## config.mk

```make
export PLATFORM = sky130hd
export DESIGN_NAME = idecode_pipe
export DESIGN_NICKNAME = d
export VERILOG_FILES = /design/src/rtl/idecode_pipe.sv
export SDC_FILE = /design/constraint.sdc
export NUM_CORES = 2
export LEC_CHECK = 0
export BUFFER_PORTS_ARGS = -buffer_cell sky130_fd_sc_hd__buf_4
export CORE_MARGIN = 4
export CORE_UTILIZATION = 55
export DETAILED_ROUTE_END_ITERATION = 7
export MAX_ROUTING_LAYER = met4
export PLACE_DENSITY_LB_ADDON = 0.25
export RECOVER_POWER = 50
export SYNTH_ARGS = -nofsm -noshare
export SYNTH_HDL_FRONTEND = slang
export SYNTH_SLANG_ARGS = --single-unit
export TNS_END_PERCENT = 5
```

## constraint.sdc

```tcl
create_clock -name clock -period 3.47 [get_ports clock]
set_input_delay 0.1735 -clock clock [delete_from_list [all_inputs] [get_ports clock]]
set_output_delay 0.1735 -clock clock [all_outputs]
set_load 0.02 [all_outputs]
```

## src/rtl/idecode_pipe.sv

```systemverilog
//------------------------------------------------------------------------------
// idecode_pipe : register file with bypass, decode, valid/ready output stage.
// Optional feature macro: SCOREBOARD_EN (pending-register hazard interlock).
// Revision: 1.0
//------------------------------------------------------------------------------
`default_nettype none

module idecode_pipe #(
  parameter int XLEN      = 32,
  parameter int REG_COUNT = 32,
  parameter int ADDR_W    = 5,
  parameter int LINK_REG  = 31
) (
  input  logic              clock,
  input  logic              reset,
  input  logic              in_valid,
  output logic              in_ready,
  input  logic [31:0]       instruction,
  input  logic [XLEN-1:0]   pc_plus4,
  input  logic              wb_en,
  input  logic [ADDR_W-1:0] wb_addr,
  input  logic [XLEN-1:0]   wb_data,
  input  logic              flush,
  output logic              out_valid,
  input  logic              out_ready,
  output logic [XLEN-1:0]   out_rs_data,
  output logic [XLEN-1:0]   out_rt_data,
  output logic [XLEN-1:0]   out_imm,
  output logic [ADDR_W-1:0] out_dest,
  output logic              out_wen,
  output logic              out_link,
  output logic [XLEN-1:0]   out_pc_plus4
);

  logic [XLEN-1:0]   regs [REG_COUNT];
  logic [5:0]        opcode;
  logic [ADDR_W-1:0] rs_idx;
  logic [ADDR_W-1:0] rt_idx;
  logic [ADDR_W-1:0] rd_idx;
  logic [XLEN-1:0]   rs_val;
  logic [XLEN-1:0]   rt_val;
  logic [XLEN-1:0]   dec_imm;
  logic [ADDR_W-1:0] dec_dest;
  logic              dec_wen;
  logic              dec_link;
  logic              accept;

  assign opcode = instruction[31:26];
  assign rs_idx = instruction[21 +: ADDR_W];
  assign rt_idx = instruction[16 +: ADDR_W];
  assign rd_idx = instruction[11 +: ADDR_W];
  assign accept = in_valid && in_ready;

  always_ff @(posedge clock or negedge reset) begin
    if (!reset) begin
      for (int i = 0; i < REG_COUNT; i++) regs[i] <= '0;
    end else if (wb_en && (wb_addr != '0)) begin
      regs[wb_addr] <= wb_data;
    end
  end

  // Same-cycle writeback wins over the stored value; r0 always reads zero.
  always_comb begin
    rs_val = regs[rs_idx];
    rt_val = regs[rt_idx];
    if (wb_en && (wb_addr == rs_idx)) rs_val = wb_data;
    if (wb_en && (wb_addr == rt_idx)) rt_val = wb_data;
    if (rs_idx == '0) rs_val = '0;
    if (rt_idx == '0) rt_val = '0;
  end

  always_comb begin
    dec_dest = '0;
    dec_wen  = 1'b0;
    dec_link = 1'b0;
    case (opcode)
      6'h0C, 6'h0D, 6'h0E: dec_imm = {{(XLEN-16){1'b0}}, instruction[15:0]};
      6'h0F:               dec_imm = XLEN'({instruction[15:0], 16'h0000});
      default:             dec_imm = {{(XLEN-16){instruction[15]}}, instruction[15:0]};
    endcase
    case (opcode)
      6'h00: begin
        dec_dest = rd_idx;
        dec_wen  = 1'b1;
      end
      6'h03: begin
        dec_dest = ADDR_W'(LINK_REG);
        dec_wen  = 1'b1;
        dec_link = 1'b1;
      end
      6'h08, 6'h09, 6'h0A, 6'h0B, 6'h0C, 6'h0D, 6'h0E, 6'h0F, 6'h23: begin
        dec_dest = rt_idx;
        dec_wen  = 1'b1;
      end
      default: begin
        dec_dest = '0;
        dec_wen  = 1'b0;
      end
    endcase
    if (dec_dest == '0) dec_wen = 1'b0;
  end

`ifdef SCOREBOARD_EN
  logic [REG_COUNT-1:0] pending;
  logic [REG_COUNT-1:0] pending_next;
  logic                 hazard;

  // A pending source being written back this cycle is covered by the bypass.
  always_comb begin
    hazard = (pending[rs_idx] && !(wb_en && (wb_addr == rs_idx))) ||
             (pending[rt_idx] && !(wb_en && (wb_addr == rt_idx)));
  end

  always_comb begin
    pending_next = pending;
    if (wb_en) pending_next[wb_addr] = 1'b0;
    if (accept && !flush && dec_wen) pending_next[dec_dest] = 1'b1;
    pending_next[0] = 1'b0;
  end

  always_ff @(posedge clock or negedge reset) begin
    if (!reset) pending <= '0;
    else        pending <= pending_next;
  end

  assign in_ready = (!out_valid || out_ready) && !hazard;
`else
  assign in_ready = !out_valid || out_ready;
`endif

  always_ff @(posedge clock or negedge reset) begin
    if (!reset) begin
      out_valid    <= 1'b0;
      out_rs_data  <= '0;
      out_rt_data  <= '0;
      out_imm      <= '0;
      out_dest     <= '0;
      out_wen      <= 1'b0;
      out_link     <= 1'b0;
      out_pc_plus4 <= '0;
    end else if (flush) begin
      out_valid <= 1'b0;
    end else if (accept) begin
      out_valid    <= 1'b1;
      out_rs_data  <= rs_val;
      out_rt_data  <= rt_val;
      out_imm      <= dec_imm;
      out_dest     <= dec_dest;
      out_wen      <= dec_wen;
      out_link     <= dec_link;
      out_pc_plus4 <= pc_plus4;
    end else if (out_ready) begin
      out_valid <= 1'b0;
    end
  end

endmodule

`default_nettype wire

```

* Yosys cells after proc, flatten, opt, wreduce, memory -nomap -nowiden
Cells that the tools add are included.
** Cells by class
- Order comparisons :: 4
- Equality and inequality tests :: 12
- Mux-type cells :: 21
- Bitwise logic cells :: 4
- Reductions and logical operators :: 17
** Operators by type and width (number)
- bitwise mux 1024 bit :: 1
- binary-select mux 32 bit (select 5 bit) :: 2
- 2-to-1 mux 32 bit :: 9
- demux 32 bit (select 5 bit) :: 1
- case mux 32 bit (2 select lines) :: 1
- equality test 6 x 4 -> 1 bit, second input constant :: 8
- greater-or-equal comparator 6 bit, second input constant :: 3
- inverter 5 -> 6 bit :: 3
- zero test 5 bit :: 3
- case mux 5 bit (3 select lines) :: 1
- OR reduction 11 bit :: 1
- equality test 5 bit :: 2
- OR reduction 9 bit :: 1
- equality test 6 x 2 -> 1 bit, second input constant :: 1
- equality test 6 bit, second input constant :: 1
- zero test 6 bit :: 1
- < comparator 6 x 1 -> 1 bit, second input constant :: 1
- 2-to-1 mux 1 bit :: 6
- logical AND 1 bit :: 5
- nonzero test 5 bit :: 1
- nonzero test 3 bit :: 1
- OR reduction 3 bit :: 1
- AND reduction 2 bit :: 1
- zero test 1 bit :: 1
- other kinds (2) :: 2
** Word-level totals
- Flip-flop bits (word level) :: 1160
- Output and inout port bits :: 137
- Word-level logic and storage cells :: 98

* Logic depth before layout (Yosys ltp)
- Depth in word-level cells :: 6
- Gate-level depth with buffers :: 9
- Mapped depth without buffers :: 6

* Least setup slack after synthesis
OpenSTA, ideal clock, no wires.
- Kind :: flip-flop to flip-flop
- Start :: reg out_valid
- End :: reg out_rt_data[10]
- Arrival time :: 1.903 ns
- Data required time :: 3.341 ns
- Setup slack :: 1.438 ns
- Cell stages (with the launch flop) :: 9
- Path buffers :: 2
- Period minus slack after synthesis :: 2.032 ns
- Path through :: dfrtp_1 > nor2b_1 > inv_1 > nand3b_1 > or3_1 > clkbuf_1 > clkbuf_1 > a211oi_1 > a2111o_1
** Between the ends
- Word-level cells in the longest chain between the ends :: 4
** RTL lines
- from (decl) :: RTL line 24 : output logic out_valid,
- from (signal assigned) :: RTL line 133 : out_valid <= 1'b0;
- from (signal assigned) :: RTL line 142 : out_valid <= 1'b0;
- from (signal assigned) :: RTL line 144 : out_valid <= 1'b1;
- zero test 1 bit :: RTL line 128 : assign in_ready = !out_valid || out_ready;
- logical OR 1 bit :: RTL line 128
- named net in_ready :: RTL line 17 : output logic in_ready,
- logical AND 1 bit :: RTL line 52 : assign accept = in_valid && in_ready;
- AND reduction 2 bit (no source line)
- to (signal assigned) :: RTL line 146 : out_rt_data <= rt_val;
- to (decl) :: RTL line 27 : output logic [XLEN-1:0] out_rt_data,
The timed path passes the listed nets, and every way through them passes these cells.
A chain may end at the register's enable or synchronous reset.

* Worst setup path in the final report
- Start :: in wb_addr[0]
- End :: reg regs[271] (netlist name)
** Between the ends
- Word-level cells in the longest chain between the ends :: 6
- Elaborated cells between the ends (all ways) :: 9
** RTL lines
- from (decl) :: RTL line 21 : input logic [ADDR_W-1:0] wb_addr,
- inverter 5 -> 6 bit (implied by the code) :: RTL line 58 : regs[wb_addr] <= wb_data;
- greater-or-equal comparator 6 bit (implied by the code) / < comparator 6 x 1 -> 1 bit (equally long branches) :: RTL line 58
- logical AND 1 bit (implied by the code) :: RTL line 58
- 2-to-1 mux 32 bit (implied by the code) :: RTL line 58
- demux 32 bit (select 5 bit) :: RTL line 58
- bitwise mux 1024 bit :: RTL line 58
- to (signal, indexed assignment) :: RTL line 58
- to (decl) :: RTL line 35 : logic [XLEN-1:0] regs [REG_COUNT];
Several ways; a longest one is shown, not always the timed one.

==> summary.md <==
| Metric | Value |
|---|---|
| Status | `complete, but fails checks` |
| Violated checks | `capacitance limit, slew limit` |
| FP Rows | `121` |
| H-tree levels | `3` |
| Worst Setup End Kind | `register` |
| Fin Hold WS | `0.0448 ns` |
| Finished Cell Area | `68,500 um^2` |
| Maximum root-to-sink buffer count | `3` |
| VDD IR max | `0.408 mV` |
| Part of the cycle the worst path needs | `82.8%` |
| Vias per Instance | `6.98` |
| Count of different cell masters after synthesis | `49` |
| CP max-delay cell | `nor2_1` |
| Largest net degree at the start of global routing | `104` |
| Largest stage delay on the critical path | `1.58 ns` |
| I/O Buffers | `243` |
| Post-Syn Area | `60,200 um^2` |
| Max-Cap Viols | `15` |
| CTS Buf Count | `121` |
| Critical Setup Path Class | `input pin to register` |
| Pwr/cell area | `579 nW/um^2` |
| Post-Syn Instances | `4,165` |
| Yosys top cell area share | `48.2%` |
| Hold Vio Cnt, Final | `0` |
| Fin cells | `5,824` |
| Worst setup SP type | `input pin` |
| Die W | `339 um` |
| Slew HR | `-66.3%` |
| Register area share after synthesis | `48.2%` |
| Total number of vias | `40,700` |
| Avg WL per Cell | `32.0 um` |
| Post-CTS Setup Inserts | `0` |
| Ys Warns | `0` |
| Layout cells sized above 1 | `47.2%` |
| Vias in the first global route | `41,700` |
| Asr flop ratio synth | `100%` |
| Die Footprint | `115,000 um^2` |
| Critical Path RT | `4.05 ns` |
| Leak pwr | `30.0 nW` |
| Routed Antenna Nets | `0` |
| Switch Pwr | `0.0110 W` |
| Setup_tns | `0 ns` |
| #FFs+latches synth | `1,160` |
| Post-synth top area cell | `dfrtp_1` |
| Fmax | `348 MHz` |
| Total congestion overflow | `0` |
| Ys flop type | `dfrtp_1` |
| DR iter-0 viols | `4,184` |
| CTS-repair resized insts | `0` |
| CTS Root Cell | `clkbuf_16` |
| Final setup violation count | `0` |
| Internal | `0.0286 W` |
| Crit path arrival time | `3.45 ns` |
| Crit-path max FO | `11` |
| Final Max Tran Viols | `348` |
| Placed insts | `5,509` |
| Syn-to-layout area delta | `13.8%` |
| Total Routing Usage GR | `33.4%` |
| Cell Area, Placed | `63,800 um^2` |
| Height of the chip | `339 um` |
| Hold WC Path Type | `input pin to register` |
| Comb power frac | `20.9%` |
| Min Tclk post-route | `2.87 ns` |
| First-pass GRT wire length | `279,000 um` |
| Core area | `109,000 um^2` |
| Clock-pin slew on the worst setup and hold paths | `0.06 ns` |
| CTS tree | `built` |
| Worst Skew | `0.0271 ns` |
| Net count, final | `4,414` |
| RSZ-0062 raised after global routing | `false` |
| Final HPWL DP | `109,000 um` |
| Syn_area_per_cell | `14.5 um^2` |
| Seq pwr share | `45.4%` |
| Num ports | `244` |
| Post-synth EDFFs | `0` |
| Final wirelength | `187,000 um` |
| Post-cts hold buffer count | `89` |
| Remaining DRCs | `0` |
| Clock power frac | `33.7%` |
| Drt pass-1 iters | `6` |
| Syn_nets | `4,272` |
| Initial antenna violation count | `2` |
| Final Wtd Congestion | `0.857` |
| Initial Util | `55.4%` |
| Clk Latency, worst-skew pair | `0.72 ns` |
| CP cell instances | `clkbuf_1, nand3_1, nor2_1, buf_4, mux2_2` |
| Net Sw Frac | `27.8%` |
| Synth top area cells | `dfrtp_1 (48%), mux2_2 (19%), mux4_2 (17%)` |
| Clock Sinks | `1,160` |
| Worst-margin pin slew | `2.49 ns` |
## worst max-delay path, delay by kind of cell
| family | cells | cell delay, ns |
|---|---|---|
| buffers and inverters | 2 | 0.89 |
| muxes | 1 | 0.38 |
| and+or+nand+nor | 2 | 1.98 |
## Yosys cell counts (2+ instances only)
cell type  number
a22o_1         32
nand2_1       234
and2_1          4
clkbuf_1      260
o21ai_0        84
a211oi_1       34
buf_6          21
o211ai_2       19
a22oi_1        32
and3_1          3
nor3_1          5
a32o_1         32
o21ai_1        32
nor3b_1         7
xnor2_1         4
a2111o_1       32
o22a_1         32
nor2_1         27
dfrtp_1      1160
a221oi_1       67
a31oi_1         3
buf_1          62
mux2i_1       192
o221ai_1       32
or3b_2          3
mux4_2        448
a21oi_1        34
buf_2         103
nor4_1         35
nand3b_1        8
o211ai_1       13
nor2b_1         4
a221o_1        32
xor2_1          6
mux2_2        992
nand3_1        33
buf_4          29
or3_1           2
inv_1           3
## state kept, by name (all words and copies together), names as in the netlist
signal	count
regs	1024
out_imm	32
out_rt_data	32
out_dest	5
out_rs_data	32
out_valid	1
out_pc_plus4	32
out_wen	1
out_link	1
## placed cells by master (no fill, tap or decap), types with 12 or more instances in the layout
cell type	netlist	final
nand2_2	0	13
a21oi_1	34	34
clkbuf_1	260	49
o21ai_0	84	84
clkinv_2	0	32
o221ai_1	32	32
a22o_1	32	32
a221o_1	32	32
a221oi_1	67	67
a211oi_1	34	34
nor2_4	0	15
a22oi_1	32	32
o211ai_2	19	19
dlygate4sd3_1	0	89
nand3_1	33	33
o21ai_1	32	32
buf_4	29	308
nor4_1	35	35
clkbuf_16	0	122
clkbuf_8	0	29
nand2_1	234	221
mux2i_1	192	192
mux2_2	992	992
mux4_2	448	448
o211ai_1	13	13
dfrtp_1	1160	1160
nor2_1	27	12
buf_12	0	50
a32o_1	32	32
a2111o_1	32	32
o22a_1	32	32
## power groups by stage
stage / Sequential [W] / Clock (W) / Combinational (W)
after floorplan: 0.0178 / 0 / 0.00567
after global placement: 0.0180 / 0 / 0.00803
after detailed placement: 0.0181 / 0 / 0.00822
after CTS: 0.0179 / 0.0135 / 0.00833
after global routing: 0.0183 / 0.0141 / 0.00889
final: 0.0180 / 0.0134 / 0.00831
## per-layer routing
metal	vias up	share of wire, %	GRT usage [%]
met1	21700	40	45.1
met5	-	0	-
li1	16400	-	-
met3	438	10	9.20
met2	2105	46	49.4
met4	0	3.8	11.4
## logic make-up (layout without fill, tap and decap cells)
kind of cell           count (synthesis)  after routing  synth area share, %
flip-flops                          1160           1160                 48.2
other                                  0              4                    0
buffers and inverters                479            720                 3.64
AND/OR/NAND/NOR                      371            371                 2.75
multiplexers                        1632           1632                 38.5
AO/OA/AOI/OAI                        513            513                 6.74
XOR/XNOR                              10             10                0.145
## stage by stage
step | power (W) | util (%) | setup WS [ns]
after global routing | 0.0413 | 63.0 | 0.379
after CTS | 0.0398 | 63.3 | 0.850
after floorplan | 0.0235 | - | 1.44
after global placement | 0.0260 | 58.7 | 0.828
final | 0.0397 | 63.1 | 0.597
after detailed placement | 0.0264 | 58.7 | 0.765
## layout make-up
type                    instances  area, um^2
flip-flops and latches       1160       29000
repair buffers                494        4450
diodes                          4        10.0
well taps                    1414        1770
multi-input cells            2526       29200
clock buffers                 169        3520
clock inverters                53         579
fillers                      8047       40200
inverters                       4        21.3
## worst paths after layout
kind                                                      to             startpoint  depth (start not counted)  slack, ns
worst max-delay path                   regs[271]$_DFFE_PN0P_             wb_addr[0]                          5       0.60
worst min-delay path                   regs[727]$_DFFE_PN0P_            wb_data[23]                          2       0.04
worst max register to register   out_rs_data[15]$_DFFE_PN0P_  out_valid$_DFFE_PN0P_                          6       0.69
worst min register to register         regs[999]$_DFFE_PN0P_  regs[999]$_DFFE_PN0P_                          0       0.39
max in group asynchronous               regs[14]$_DFFE_PN0P_                  reset                          4       0.73
min in group asynchronous       out_pc_plus4[17]$_DFFE_PN0P_                  reset                          2       0.76
Power figures use the tool's default switching activity.
